===== config.mk =====
export PLATFORM = sky130hd
export DESIGN_NAME = lcd_shadow_driver
export DESIGN_NICKNAME = d
export VERILOG_FILES = /design/src/rtl/lcd_pkg.sv /design/src/rtl/lcd_shadow_buf.sv /design/src/rtl/lcd_shadow_driver.sv
export SDC_FILE = /design/constraint.sdc
export NUM_CORES = 1
export LEC_CHECK = 0
export ABC_AREA = 1
export CAP_MARGIN = 20
export CORE_MARGIN = 4
export CORE_UTILIZATION = 68
export DETAILED_ROUTE_END_ITERATION = 7
export PLACE_DENSITY_LB_ADDON = 0.15
export SYNTH_ARGS = -nofsm -noshare
export SYNTH_HDL_FRONTEND = slang
export SYNTH_HIERARCHICAL = 1
export SYNTH_SLANG_ARGS = --single-unit

===== constraint.sdc =====
create_clock -name CLK -period 4.5 [get_ports CLK]
set_input_delay 0.9 -clock CLK [delete_from_list [all_inputs] [get_ports CLK]]
set_output_delay 0.9 -clock CLK [all_outputs]
set_load 0.01 [all_outputs]

===== src/rtl/lcd_pkg.sv =====
// Shared constants and FSM encoding for the LCD shadow driver.
// The optional dirty-row skip is enabled by defining LCD_DIRTY_SKIP_EN.
package lcd_pkg;

    localparam int LCD_ROWS = 2;
    localparam int LCD_COLS = 16;

    localparam logic [7:0] CMD_FUNC_SET = 8'h38;
    localparam logic [7:0] CMD_DISP_ON  = 8'h0C;
    localparam logic [7:0] CMD_ENTRY    = 8'h06;
    localparam logic [7:0] CMD_CLEAR    = 8'h01;
    localparam logic [7:0] CMD_ROW0     = 8'h80;
    localparam logic [7:0] CMD_ROW1     = 8'hC0;
    localparam logic [7:0] CHAR_BLANK   = 8'h20;

    typedef enum logic [2:0] {
        ST_INIT_WAIT,
        ST_INIT_CMD,
        ST_CLR_WAIT,
        ST_ADDR,
        ST_CHAR,
        ST_SCAN_IDLE
    } lcd_state_t;

    function automatic logic [7:0] init_cmd(input logic [1:0] idx);
        case (idx)
            2'd0:    init_cmd = CMD_FUNC_SET;
            2'd1:    init_cmd = CMD_DISP_ON;
            2'd2:    init_cmd = CMD_ENTRY;
            default: init_cmd = CMD_CLEAR;
        endcase
    endfunction

endpackage


===== src/rtl/lcd_shadow_buf.sv =====
// 2-row shadow character buffer: capture write port, async scanner read port.
// Per-row dirty flags exist only when LCD_DIRTY_SKIP_EN is defined.
module lcd_shadow_buf
    import lcd_pkg::*;
#(
    parameter  int COLS  = LCD_COLS,
    localparam int COL_W = $clog2(COLS),
    localparam int PTR_W = $clog2(COLS + 1)
) (
    input  logic             CLK,
    input  logic             RESET,
    input  logic             i_rw,
    input  logic             i_rs,
    input  logic [7:0]       i_data,
    input  logic             i_rd_row,
    input  logic [COL_W-1:0] i_rd_col,
    output logic [7:0]       o_rd_data
`ifdef LCD_DIRTY_SKIP_EN
    ,
    input  logic [1:0]       i_dirty_clr,
    output logic [1:0]       o_dirty
`endif
);

    logic [7:0]       r_cell [LCD_ROWS][COLS];
    logic             r_row;
    logic [PTR_W-1:0] r_col;
    logic             w_wr_en;
    logic [COL_W-1:0] w_wr_col;

    // A column equal to COLS means the pointer ran off-screen; chars are dropped.
    assign w_wr_en  = !i_rw && i_rs && (r_col < PTR_W'(COLS));
    assign w_wr_col = r_col[COL_W-1:0];

    always_ff @(posedge CLK or negedge RESET) begin
        if (!RESET) begin
            r_row <= 1'b0;
            r_col <= '0;
            for (int r = 0; r < LCD_ROWS; r++) begin
                for (int c = 0; c < COLS; c++) begin
                    r_cell[r][c] <= CHAR_BLANK;
                end
            end
        end else if (!i_rw) begin
            if (!i_rs) begin
                if (i_data[7]) begin
                    r_row <= i_data[6];
                    r_col <= PTR_W'(i_data[3:0]);
                end
            end else if (w_wr_en) begin
                r_cell[r_row][w_wr_col] <= i_data;
                r_col                   <= r_col + PTR_W'(1);
            end
        end
    end

    assign o_rd_data = r_cell[i_rd_row][i_rd_col];

`ifdef LCD_DIRTY_SKIP_EN
    logic [1:0] r_dirty;
    logic [1:0] w_dirty_set;

    // A new differing write wins over a same-cycle clear so no change is lost.
    assign w_dirty_set = (w_wr_en && (i_data != r_cell[r_row][w_wr_col])) ?
                         {r_row, ~r_row} : 2'b00;

    always_ff @(posedge CLK or negedge RESET) begin
        if (!RESET) begin
            r_dirty <= 2'b11;
        end else begin
            r_dirty <= (r_dirty & ~i_dirty_clr) | w_dirty_set;
        end
    end

    assign o_dirty = r_dirty;
`endif

endmodule


===== src/rtl/lcd_shadow_driver.sv =====
// Captures the upstream RW/RS/DATA stream into a shadow buffer and refreshes an
// HD44780-style LCD from it. Define LCD_DIRTY_SKIP_EN to refresh only changed rows.
module lcd_shadow_driver
    import lcd_pkg::*;
#(
    parameter int INIT_WAIT_CYC = 20,
    parameter int CLR_WAIT_CYC  = 2,
    parameter int COLS          = LCD_COLS
) (
    input  logic       CLK,
    input  logic       RESET,
    input  logic       RW_IN,
    input  logic       RS_IN,
    input  logic [7:0] DATA_IN,
    output logic       LCD_E,
    output logic       LCD_RS,
    output logic       LCD_RW,
    output logic [7:0] LCD_DATA,
    output logic       INIT_DONE
);

    localparam int CNT_W = 16;
    localparam int COL_W = $clog2(COLS);

    lcd_state_t       r_state, w_state_nx;
    logic             r_phase, w_phase_nx;
    logic [CNT_W-1:0] r_cnt, w_cnt_nx;
    logic             r_row, w_row_nx;
    logic             r_e, w_e_nx;
    logic             r_rs, w_rs_nx;
    logic             r_rw;
    logic [7:0]       r_data, w_data_nx;
    logic             r_done, w_done_nx;
    logic             w_goto_scan, w_pref, w_sel_ok, w_sel_row;
    logic             w_rd_row;
    logic [COL_W-1:0] w_rd_col;
    logic [7:0]       w_rd_data;

    // Read address comes from current state so the fetch never loops through next-state.
    assign w_rd_row = r_row;
    assign w_rd_col = (r_state == ST_CHAR) ? r_cnt[COL_W-1:0] + COL_W'(1) : '0;

`ifdef LCD_DIRTY_SKIP_EN
    logic [1:0] w_dirty, w_dirty_clr;
    assign w_dirty_clr = (r_state == ST_ADDR && !r_phase) ? {r_row, ~r_row} : 2'b00;
`endif

    lcd_shadow_buf #(.COLS(COLS)) u_buf (
        .CLK         (CLK),
        .RESET       (RESET),
        .i_rw        (RW_IN),
        .i_rs        (RS_IN),
        .i_data      (DATA_IN),
        .i_rd_row    (w_rd_row),
        .i_rd_col    (w_rd_col),
        .o_rd_data   (w_rd_data)
`ifdef LCD_DIRTY_SKIP_EN
        ,
        .i_dirty_clr (w_dirty_clr),
        .o_dirty     (w_dirty)
`endif
    );

    always_comb begin
        w_state_nx  = r_state;
        w_phase_nx  = r_phase;
        w_cnt_nx    = r_cnt;
        w_row_nx    = r_row;
        w_e_nx      = 1'b0;
        w_rs_nx     = r_rs;
        w_data_nx   = r_data;
        w_done_nx   = r_done;
        w_goto_scan = 1'b0;
        w_pref      = ~r_row;
        w_sel_ok    = 1'b0;
        w_sel_row   = 1'b0;

        case (r_state)
            ST_INIT_WAIT: begin
                if (r_cnt == CNT_W'(INIT_WAIT_CYC - 1)) begin
                    w_state_nx = ST_INIT_CMD;
                    w_phase_nx = 1'b0;
                    w_cnt_nx   = '0;
                    w_rs_nx    = 1'b0;
                    w_data_nx  = init_cmd(2'd0);
                end else begin
                    w_cnt_nx = r_cnt + CNT_W'(1);
                end
            end
            ST_INIT_CMD: begin
                if (!r_phase) begin
                    w_phase_nx = 1'b1;
                    w_e_nx     = 1'b1;
                end else if (r_cnt == CNT_W'(3)) begin
                    w_state_nx = ST_CLR_WAIT;
                    w_phase_nx = 1'b0;
                    w_cnt_nx   = '0;
                end else begin
                    w_phase_nx = 1'b0;
                    w_cnt_nx   = r_cnt + CNT_W'(1);
                    w_data_nx  = init_cmd(r_cnt[1:0] + 2'd1);
                end
            end
            ST_CLR_WAIT: begin
                if (r_cnt == CNT_W'(CLR_WAIT_CYC - 1)) begin
                    w_done_nx   = 1'b1;
                    w_goto_scan = 1'b1;
                    w_pref      = 1'b0;
                end else begin
                    w_cnt_nx = r_cnt + CNT_W'(1);
                end
            end
            ST_ADDR: begin
                if (!r_phase) begin
                    w_phase_nx = 1'b1;
                    w_e_nx     = 1'b1;
                end else begin
                    w_state_nx = ST_CHAR;
                    w_phase_nx = 1'b0;
                    w_cnt_nx   = '0;
                    w_rs_nx    = 1'b1;
                    w_data_nx  = w_rd_data;
                end
            end
            ST_CHAR: begin
                if (!r_phase) begin
                    w_phase_nx = 1'b1;
                    w_e_nx     = 1'b1;
                end else if (r_cnt == CNT_W'(COLS - 1)) begin
                    w_goto_scan = 1'b1;
                end else begin
                    w_phase_nx = 1'b0;
                    w_cnt_nx   = r_cnt + CNT_W'(1);
                    w_data_nx  = w_rd_data;
                end
            end
            ST_SCAN_IDLE: begin
                w_goto_scan = 1'b1;
            end
            default: begin
                w_state_nx = ST_INIT_WAIT;
                w_cnt_nx   = '0;
                w_phase_nx = 1'b0;
            end
        endcase

        // Pick the next row to refresh; without dirty skip it is always the preferred one.
        if (w_goto_scan) begin
`ifdef LCD_DIRTY_SKIP_EN
            if (w_dirty[w_pref]) begin
                w_sel_ok  = 1'b1;
                w_sel_row = w_pref;
            end else if (w_dirty[~w_pref]) begin
                w_sel_ok  = 1'b1;
                w_sel_row = ~w_pref;
            end
`else
            w_sel_ok  = 1'b1;
            w_sel_row = w_pref;
`endif
            if (w_sel_ok) begin
                w_state_nx = ST_ADDR;
                w_phase_nx = 1'b0;
                w_cnt_nx   = '0;
                w_row_nx   = w_sel_row;
                w_rs_nx    = 1'b0;
                w_data_nx  = w_sel_row ? CMD_ROW1 : CMD_ROW0;
            end else begin
                w_state_nx = ST_SCAN_IDLE;
                w_phase_nx = 1'b0;
            end
        end
    end

    always_ff @(posedge CLK or negedge RESET) begin
        if (!RESET) begin
            r_state <= ST_INIT_WAIT;
            r_phase <= 1'b0;
            r_cnt   <= '0;
            r_row   <= 1'b0;
            r_e     <= 1'b0;
            r_rs    <= 1'b0;
            r_rw    <= 1'b0;
            r_data  <= 8'h00;
            r_done  <= 1'b0;
        end else begin
            r_state <= w_state_nx;
            r_phase <= w_phase_nx;
            r_cnt   <= w_cnt_nx;
            r_row   <= w_row_nx;
            r_e     <= w_e_nx;
            r_rs    <= w_rs_nx;
            r_rw    <= 1'b0;
            r_data  <= w_data_nx;
            r_done  <= w_done_nx;
        end
    end

    assign LCD_E     = r_e;
    assign LCD_RS    = r_rs;
    assign LCD_RW    = r_rw;
    assign LCD_DATA  = r_data;
    assign INIT_DONE = r_done;

endmodule


==> results.json <==
{
  "status": "finished, final reports clean",
  "drive_above_1_share": 0.0921,
  "max_freq_mhz": 317,
  "root_buffer": "clkbuf_16",
  "ctsHoldBuffers": 0,
  "grt_overflow": 0,
  "wl_um": 37300,
  "drt_iter0_drc": 1425,
  "p_switching_mw": 2.72,
  "synth_area_leader_cell": "dfrtp_1",
  "synth_seq_cells": 294,
  "grt_usage": 0.316,
  "yosys-top-cells-area": "dfrtp_1, nand2_1, nand3_1, dfstp_2, o21ai_0",
  "tightest_slew_ps": 1100,
  "avgRoutedWirePerCell_um": 17.9,
  "syn-num-nets": 1848,
  "clkPwrFrac": 0.281,
  "fin_setup_tns_ps": 0,
  "synth_edf_count": 0,
  "synth_top_family_by_area": "simple AND/OR/NAND/NOR gates",
  "synthDistinctLibCells": 41,
  "yosysMostFrequentCell": "nand2_1",
  "die_w_um": 154,
  "cts_resized": 0,
  "switching_share": 0.314,
  "drtPass1Iterations": 6,
  "viasPerCell": 5.96,
  "fill_cells": 1545,
  "yosys-mux-area-fraction": 0,
  "dp_worst_setup_slack_ps": 1380,
  "cp-end-kind": "register",
  "numCtsBuffers": 31,
  "ys_seq_area_frac": 0.509,
  "cts.sinks": 294,
  "synth_fa_ha_area_frac": 0.00689,
  "port_buffers": 22,
  "setup_slack_ps": 1350,
  "io-pin-count": 24,
  "reg2reg_from": "r_state[2]",
  "clk_latency_ps": 570,
  "synthSimpleGateAreaFrac": 0.319,
  "period_needed_ps": 3150,
  "r2r_slack_ps": 1350,
  "synthArstFlopShare": 1.00,
  "vias": 12500,
  "remaining_drc_errors": 0,
  "worstRegToRegCells": 15,
  "grt_max_degree": 129,
  "max_cap_violations": 0,
  "top_layer_used": "met4",
  "area_growth_pct": 8.36,
  "min_period_over_period": 0.701,
  "p_per_area_nw_per_um2": 550,
  "crit_start": "r_state[2]",
  "cp.arrival_ps": 3610,
  "path_clk_slew_ps": 60,
  "clk_path_buf_depth": 3,
  "dr_wl_met3_um": 2990,
  "grt_pass1_vias": 12000,
  "pwr-share-comb": 0.227,
  "cp_common_cell": "nand2_1",
  "fin_nets": 1810,
  "synth-xor-area-share": 0.00482,
  "antenna_found_initial": 0,
  "route.met2.wl_um": 17700,
  "seqPwrFrac": 0.492,
  "diodes": 0,
  "cts_setup_buffers": 0,
  "critPathMaxStageDelay_ps": 780,
  "ant_nets": 0,
  "routedLengthMet1_um": 15600,
  "dpl.hpwl_um": 23100,
  "syn_area_um2": 14500,
  "grt_pass1_wl_um": 61500,
  "hold_viol_final": 0,
  "hp-class": "in -> async",
  "die_h_um": 154,
  "r2r_end": "LCD_DATA[0]",
  "core-area_um2": 21000,
  "fin_total_pwr_mw": 8.66,
  "gp_congestion": 0.931,
  "fin_skew_ps": 20.6,
  "cts_tree": "done",
  "total_leakage_power_nw": 7.50,
  "rows": 53,
  "cts-htree-levels": 1,
  "path_class": "reg -> reg",
  "synth_compound_area_frac": 0.102,
  "avgSynthCellArea_um2": 7.95,
  "p_int_mw": 5.94,
  "yosysWarningCount": 6,
  "relSlewSlack": 0.269,
  "finalMaxSlewViolations": 0,
  "ir_drop_mv": 0.428,
  "path_max_fanout": 52,
  "ys_top_cells_by_count": "nand2_1, dfrtp_1, nand3_1, o21ai_0, nor2_1",
  "cp_slowest_cell": "inv_2",
  "path_cells": "nand2_1 -> nor2_4 -> inv_2 -> buf_4 -> nand3_1 -> nand3_1 -> nand2_1 -> nand2_1 -> nand2_1 -> nand2_1 -> nand2_1 -> a22oi_1 -> nor2_1 -> nand2_1 -> nand2_1",
  "required_ps": 4950,
  "ys.flop_type": "dfrtp_1",
  "synth_cells": 1828,
  "setup_viol": 0,
  "start_util": 0.691,
  "rsz0062_at_grt": "no",
  "synth_top_area_frac": 0.451,
  "die_area_um2": 23800,
  "worst_setup_path_start_kind": "register"
}
==> layout by cell type, fill, tap and decap left out, types with 5 or more instances in the layout <==
cell               n
dfstp_2           32
buf_4             20
nor3_1             6
nand2_1          598
inv_1             46
o21ai_0          159
clkdlybuf4s50_1   21
nor3_2             6
nand2_2            8
nor2_1           151
clkbuf_1          11
clkbuf_8           9
dfrtp_1          261
clkbuf_16         31
nor2_8            11
a21oi_1          120
ha_1               8
nand4_1            8
nor2_4             9
inv_2              9
nor2_2            10
clkinv_2           6
xor2_1             5
nand3_1          236
==> critical path: cells and delay by family, from the launching register on <==
family	cells	cell delay [ps]
simple gates	12	1230
buf+inv	2	1150
flops	1	450
compound gates	1	190
==> registers in the layout, summed over array words and instances (netlist names) <==
name and count:
r_state 3, r_phase 1, INIT_DONE 1, LCD_RS 1
u_buf/r_col 5, LCD_DATA 8, u_buf/r_cell 256, LCD_E 1
r_cnt 16, u_buf/r_row 1, r_row 1
==> layout make-up <==
cell class                      instances  area (um^2)  share of cell area
Clock inverter                          6         33.8             0.00214
Inverter                               56          211              0.0134
Sequential cell                       294         7400               0.470
Clock buffer                           51          941              0.0597
Tap cell                              275          344              0.0218
Timing Repair Buffer                   47          498              0.0316
Multi-Input combinational cell       1360         6320               0.401
==> metrics by stage <==
stage,utilization,cells,hold slack (ps),area (um^2)
2_1_floorplan,-,1828,453,14500
3_3_place_gp,0.699,2029,449,14700
3_5_place_dp,0.700,2030,470,14700
4_1_cts,0.747,2087,484,15700
5_1_grt,0.749,2089,497,15800
6_report,0.749,2089,425,15800
==> worst max-delay path by stage <==
| stage | to | slack, ps | cells past startpoint |
|---|---|---|---|
| final | LCD_DATA[0] | 1350 | 15 |
| after floorplan | LCD_DATA[6] | 2230 | 16 |
| after CTS | LCD_DATA[0] | 1360 | 15 |
| after global placement | LCD_DATA[0] | 1400 | 15 |
| after detailed placement | LCD_DATA[0] | 1380 | 15 |
| after global routing | LCD_DATA[3] | 1080 | 16 |
==> metal layers <==
layer  track usage  vias up
li1              -     5871
met1         0.452     5934
met2         0.505      578
met3        0.0422       73
met4         0.109        0
met5             0        -
==> power groups by stage <==
stage          Sequential (mW)  Combinational, mW  Clock (mW)
6_report                  4.26               1.97        2.43
4_1_cts                   4.24               1.96        2.47
3_5_place_dp              4.26               1.95           0
3_3_place_gp              4.23               1.84           0
2_1_floorplan             4.15               1.44           0
5_1_grt                   4.36               2.28        2.58
==> cells by family (layout without fill, tap and decap cells) <==
logic type	Yosys count	count (layout)
AOI/OAI and AO/OA	290	290
xor gates and xnor gates	8	8
adders and majority gates	8	8
buffers and inverters	174	160
DFF	294	294
other	1	1
and+or+nand+nor	1053	1053
Note: power is estimated with default switching activity, not from simulation.
==> patch 1 (same settings) <==
Re-encode `lcd_state_t` (6 states) as one-hot, 6 bits wide.
--- a/src/rtl/lcd_pkg.sv
+++ b/src/rtl/lcd_pkg.sv
@@ -15,9 +15,9 @@
 
-    typedef enum logic [2:0] {
-        ST_INIT_WAIT,
-        ST_INIT_CMD,
-        ST_CLR_WAIT,
-        ST_ADDR,
-        ST_CHAR,
-        ST_SCAN_IDLE
+    typedef enum logic [5:0] {
+        ST_INIT_WAIT = 6'b000001,
+        ST_INIT_CMD  = 6'b000010,
+        ST_CLR_WAIT  = 6'b000100,
+        ST_ADDR      = 6'b001000,
+        ST_CHAR      = 6'b010000,
+        ST_SCAN_IDLE = 6'b100000
     } lcd_state_t;
Behaviour: same outputs for any inputs over 4 cycles, from zero or initial values and one cycle with RESET low; so few cycles prove little.
==> patch 1 against the unedited design <==
  * Utilization up 0.94 points
  * Total power is 1.6% higher
  * Cell area is 2.5% higher
  * Clock skew shrank 11 ps
  * Sequential cell count up 2
  * Count of clock-buffer cells in the layout is 1 lower
  * Non-clock buffer count shrank 2
  * Area after synthesis grew 2.3%
  * Routed wire length increased by 1.4%
  * Critical path depth up 2
  * Worst setup slack improved by 150 ps
  * Critical endpoint is now LCD_DATA[3]$_DFFE_PN0P_
==> patch 1: results (changes against the unedited design) <==
.. list-table::
   :header-rows: 1

   * - Metric
     - Value
   * - Result of the run
     - finished clean
   * - Fraction of final layout cells with drive strength greater than 1
     - 9.54% (+0.33 points)
   * - Number of DRC markers after the initial detailed-route iteration
     - 1,479 (+3.8%)
   * - Multi-input combinational cell area
     - 0.00662 mm2 (+4.7%)
   * - Placed inst area
     - 0.0151 mm2 (+2.4%)
   * - Wire per inst
     - 17.8 um (-0.56%)
   * - Int Power
     - 6.09 mW (+2.6%)
   * - Slowest-stage cell, CP
     - buf_4
   * - Clock Skew
     - 9.12 ps (-11.5 ps)
   * - Number of nets in the layout
     - 1,851 (+2.3%)
   * - Met2 routed wirelength
     - 17,900 um (+1.4%)
   * - Leading post-synthesis cells by cell area
     - dfrtp_1 (44%), nand2_1 (16%), nand3_1 (7.8%), dfstp_2 (5.8%), o21ai_0 (5.4%)
   * - Largest net degree at the start of global routing
     - 107 (-17%)
   * - Total routing usage reported by global routing
     - 31.8% (+0.17 points)
   * - Detailed route wirelength on metal3
     - 2940 um (-1.6%)
   * - # placed instances
     - 2,071 (+2.0%)
   * - Post-Route M1 WL
     - 16,000 um (+3.1%)
   * - Average via count per standard cell
     - 6.06 (+1.6%)
   * - Largest stage delay on the critical path
     - 680 ps (-100 ps)
   * - GR Util met3
     - 3.97% (-0.26 points)
   * - Commonest cells in the netlist
     - nand2_1 (632), dfrtp_1 (263), nand3_1 (233)
   * - Beginning of the critical path
     - r_state[1]$_DFFE_PN0P_
   * - Vias in the first global route
     - 12,100 (+1.0%)
   * - Syn Area/Cell
     - 7.94 um2 (-0.16%)
   * - Drt pass-1 iters
     - 8 (+2)
   * - Met1 routing resource usage after global routing
     - 46.5% (+1.3 points)
   * - Relative slew slack
     - 32.3% (+5.4 points)
   * - Unique cell type count in the Yosys netlist
     - 40 (-2.4%)
   * - Global-route wire length before repair
     - 62,600 um (+1.8%)
   * - Number of fill cells
     - 1,576 (+2.0%)
   * - Destination of the critical timing path
     - LCD_DATA[3]$_DFFE_PN0P_
-- patch 1: cell count changes after synthesis, sizes merged, moves of 3 or more --
cell   unedited run  this run
nand2           608       642
o21ai           160       163
xor2              5         8
nor3             13         3
nand4             8        16
nand3           238       243
a31oi             1         9
inv              56        51
a21oi           121       115
-- patch 1: logic make-up (layout without fill, tap and decap cells) --
logic type	after synthesis	after routing	synth area share, %
adders and majority gates	8	8	0.673
and+or+nand+nor	1090	1090	32.9
other	1	1	0.0252
buffers and inverters	171	154	5.47
DFF	296	296	50.1
AOI/OAI and AO/OA	298	298	10.3
xor gates and xnor gates	9	9	0.530
-- patch 1: cell type report --
type	instances	share of cell area (%)
Sequential cell	296	46.1
Multi-Input combinational cell	1406	41.0
Clock buffer	50	5.87
Timing Repair Buffer	45	3.08
Tap cell	275	2.13
Inverter	51	1.19
Clock inverter	8	0.604
==> patch 2 (config.mk and constraints unchanged) <==
Made on the original files. The option `LCD_DIRTY_SKIP_EN` is turned on by a define.
--- a/src/rtl/lcd_shadow_buf.sv
+++ b/src/rtl/lcd_shadow_buf.sv
@@ -2,2 +2,4 @@
 // Per-row dirty flags exist only when LCD_DIRTY_SKIP_EN is defined.
+`define LCD_DIRTY_SKIP_EN
+
 module lcd_shadow_buf
Check against the original RTL: same outputs for any inputs over 4 cycles, from zero or initial values and one cycle with RESET low; that may be too few to reach the edited logic, so the function may still have changed.
==> patch 2 against the unedited design <==
  * The flow now finishes with violations (design-rule violations)
  * Routed wire length rose by 59%
  * Non-clock buffer count increased by 20
  * Sequential power increased by 2%
  * Cell area is 19% higher
  * Maximum frequency is 7.7% lower
  * Die area grew 20%
  * Worst setup slack got worse by 260 ps
  * Sequential cell count increased by 2
  * Total power grew 19%
  * Area after synthesis up 21%
==> patch 2: results (changes against the unedited design) <==
.. list-table::
   :header-rows: 1

   * - Metric
     - Value
   * - Result of the run
     - finished with violations
   * - Violations in the final reports
     - design-rule violations
   * - Worst-margin pin slew
     - 1170 ps (+76.3 ps)
   * - Non-clock inverter total of the final layout
     - 240 (+330%)
   * - Crit-path leading delay family
     - compound AO/OA/AOI/OAI gates
   * - Placer congestion estimate
     - 1.02 (+9.9%)
   * - Share of cell area taken by flip-flops and latches
     - 39.7% (-7.3 points)
   * - Number of DRC markers after the initial detailed-route iteration
     - 2,797 (+96%)
   * - Post-route DRC
     - 11 (+11)
   * - Maximum vdd ir drop
     - 0.000437 V (+2.2%)
   * - Slowest-stage cell, CP
     - dfrtp_1
   * - Count of clock-net buffers in the final layout
     - 47 (-7.8%)
   * - GR Util met3
     - 10.7% (+6.5 points)
   * - Leading post-synthesis cells by cell area
     - dfrtp_1 (37%), nand2_1 (13%), o21ai_0 (13%), nand3_1 (5.4%), dfstp_2 (5.1%)
   * - Met2 routed wirelength
     - 25,100 um (+42%)
   * - Clock Skew
     - 16.3 ps (-4.32 ps)
   * - Largest net degree at the start of global routing
     - 197 (+53%)
   * - Fraction of final layout cells with drive strength greater than 1
     - 8.04% (-1.2 points)
   * - Number of fill cells
     - 1,990 (+29%)
   * - Number of buffers outside the clock class in the layout
     - 67 (+43%)
   * - Detailed route wirelength on metal3
     - 7880 um (+160%)
   * - Met2 routing resource usage after global routing
     - 60.8% (+10 points)
   * - Commonest cells in the netlist
     - nand2_1 (608), o21ai_0 (445), dfrtp_1 (262)
   * - Clock network area share
     - 5.58% (-0.61 points)
   * - Detailed-route wire length
     - 59,500 um (+59%)
   * - Post-Route M1 WL
     - 22,000 um (+42%)
   * - Total via count in the routed design
     - 17,800 (+43%)
   * - Multi-input combinational cell area
     - 0.00831 mm2 (+31%)
   * - Largest stage delay on the critical path
     - 510 ps (-270 ps)
   * - Largest fanout of any net on the critical path
     - 41 (-21%)
   * - Met1 routing resource usage after global routing
     - 56.4% (+11 points)
patch 2: power breakdown:
part	total [mW]	internal [mW]	switching (mW)
clock	2.66	1.57	1.09
sequential	4.34	3.74	0.603
combinational	3.33	1.10	2.23
total	10.3	6.41	3.93
patch 2: final timing paths:
| path | from | to | slack [ps] | cells past startpoint |
|---|---|---|---|---|
| hold reg to reg | INIT_DONE$_DFFE_PN0P_ | INIT_DONE$_DFFE_PN0P_ | 470 | 2 |
| max in group asynchronous | RESET | u_buf/r_cell[21]$_DFFE_PN1P_ | 3060 | 2 |
| setup / recovery | r_state[1]$_DFFE_PN0P_ | LCD_DATA[1]$_DFF_PN0_ | 1080 | 16 |
| hold / removal | RESET | u_buf/r_cell[87]$_DFFE_PN0P_ | 400 | 1 |
| setup reg to reg | r_state[1]$_DFFE_PN0P_ | LCD_DATA[1]$_DFF_PN0_ | 1080 | 16 |
| min in group CLK | INIT_DONE$_DFFE_PN0P_ | INIT_DONE$_DFFE_PN0P_ | 470 | 2 |
patch 2: stage by stage:
| step | hold slack [ps] | cells | util (%) | instance area, um2 |
|---|---|---|---|---|
| 2_1_floorplan | 453 | 2460 | - | 17600 |
| 3_3_place_gp | 462 | 2687 | 70.0 | 17700 |
| 3_5_place_dp | 459 | 2687 | 70.0 | 17700 |
| 4_1_cts | 449 | 2744 | 74.1 | 18800 |
| 5_1_grt | 478 | 2744 | 74.1 | 18800 |
| 6_report | 402 | 2744 | 74.1 | 18800 |
patch 2: kinds of logic (layout without fill, tap and decap cells):
family                     Yosys count  after routing  share of synthesized area [%]
adders and majority gates            8              8                          0.569
other                                1              1                         0.0213
buffers and inverters              410            364                           10.4
AOI/OAI and AO/OA                  696            696                           21.0
xor gates and xnor gates            11             11                          0.548
DFF                                296            296                           42.4
and+or+nand+nor                   1038           1038                           25.0
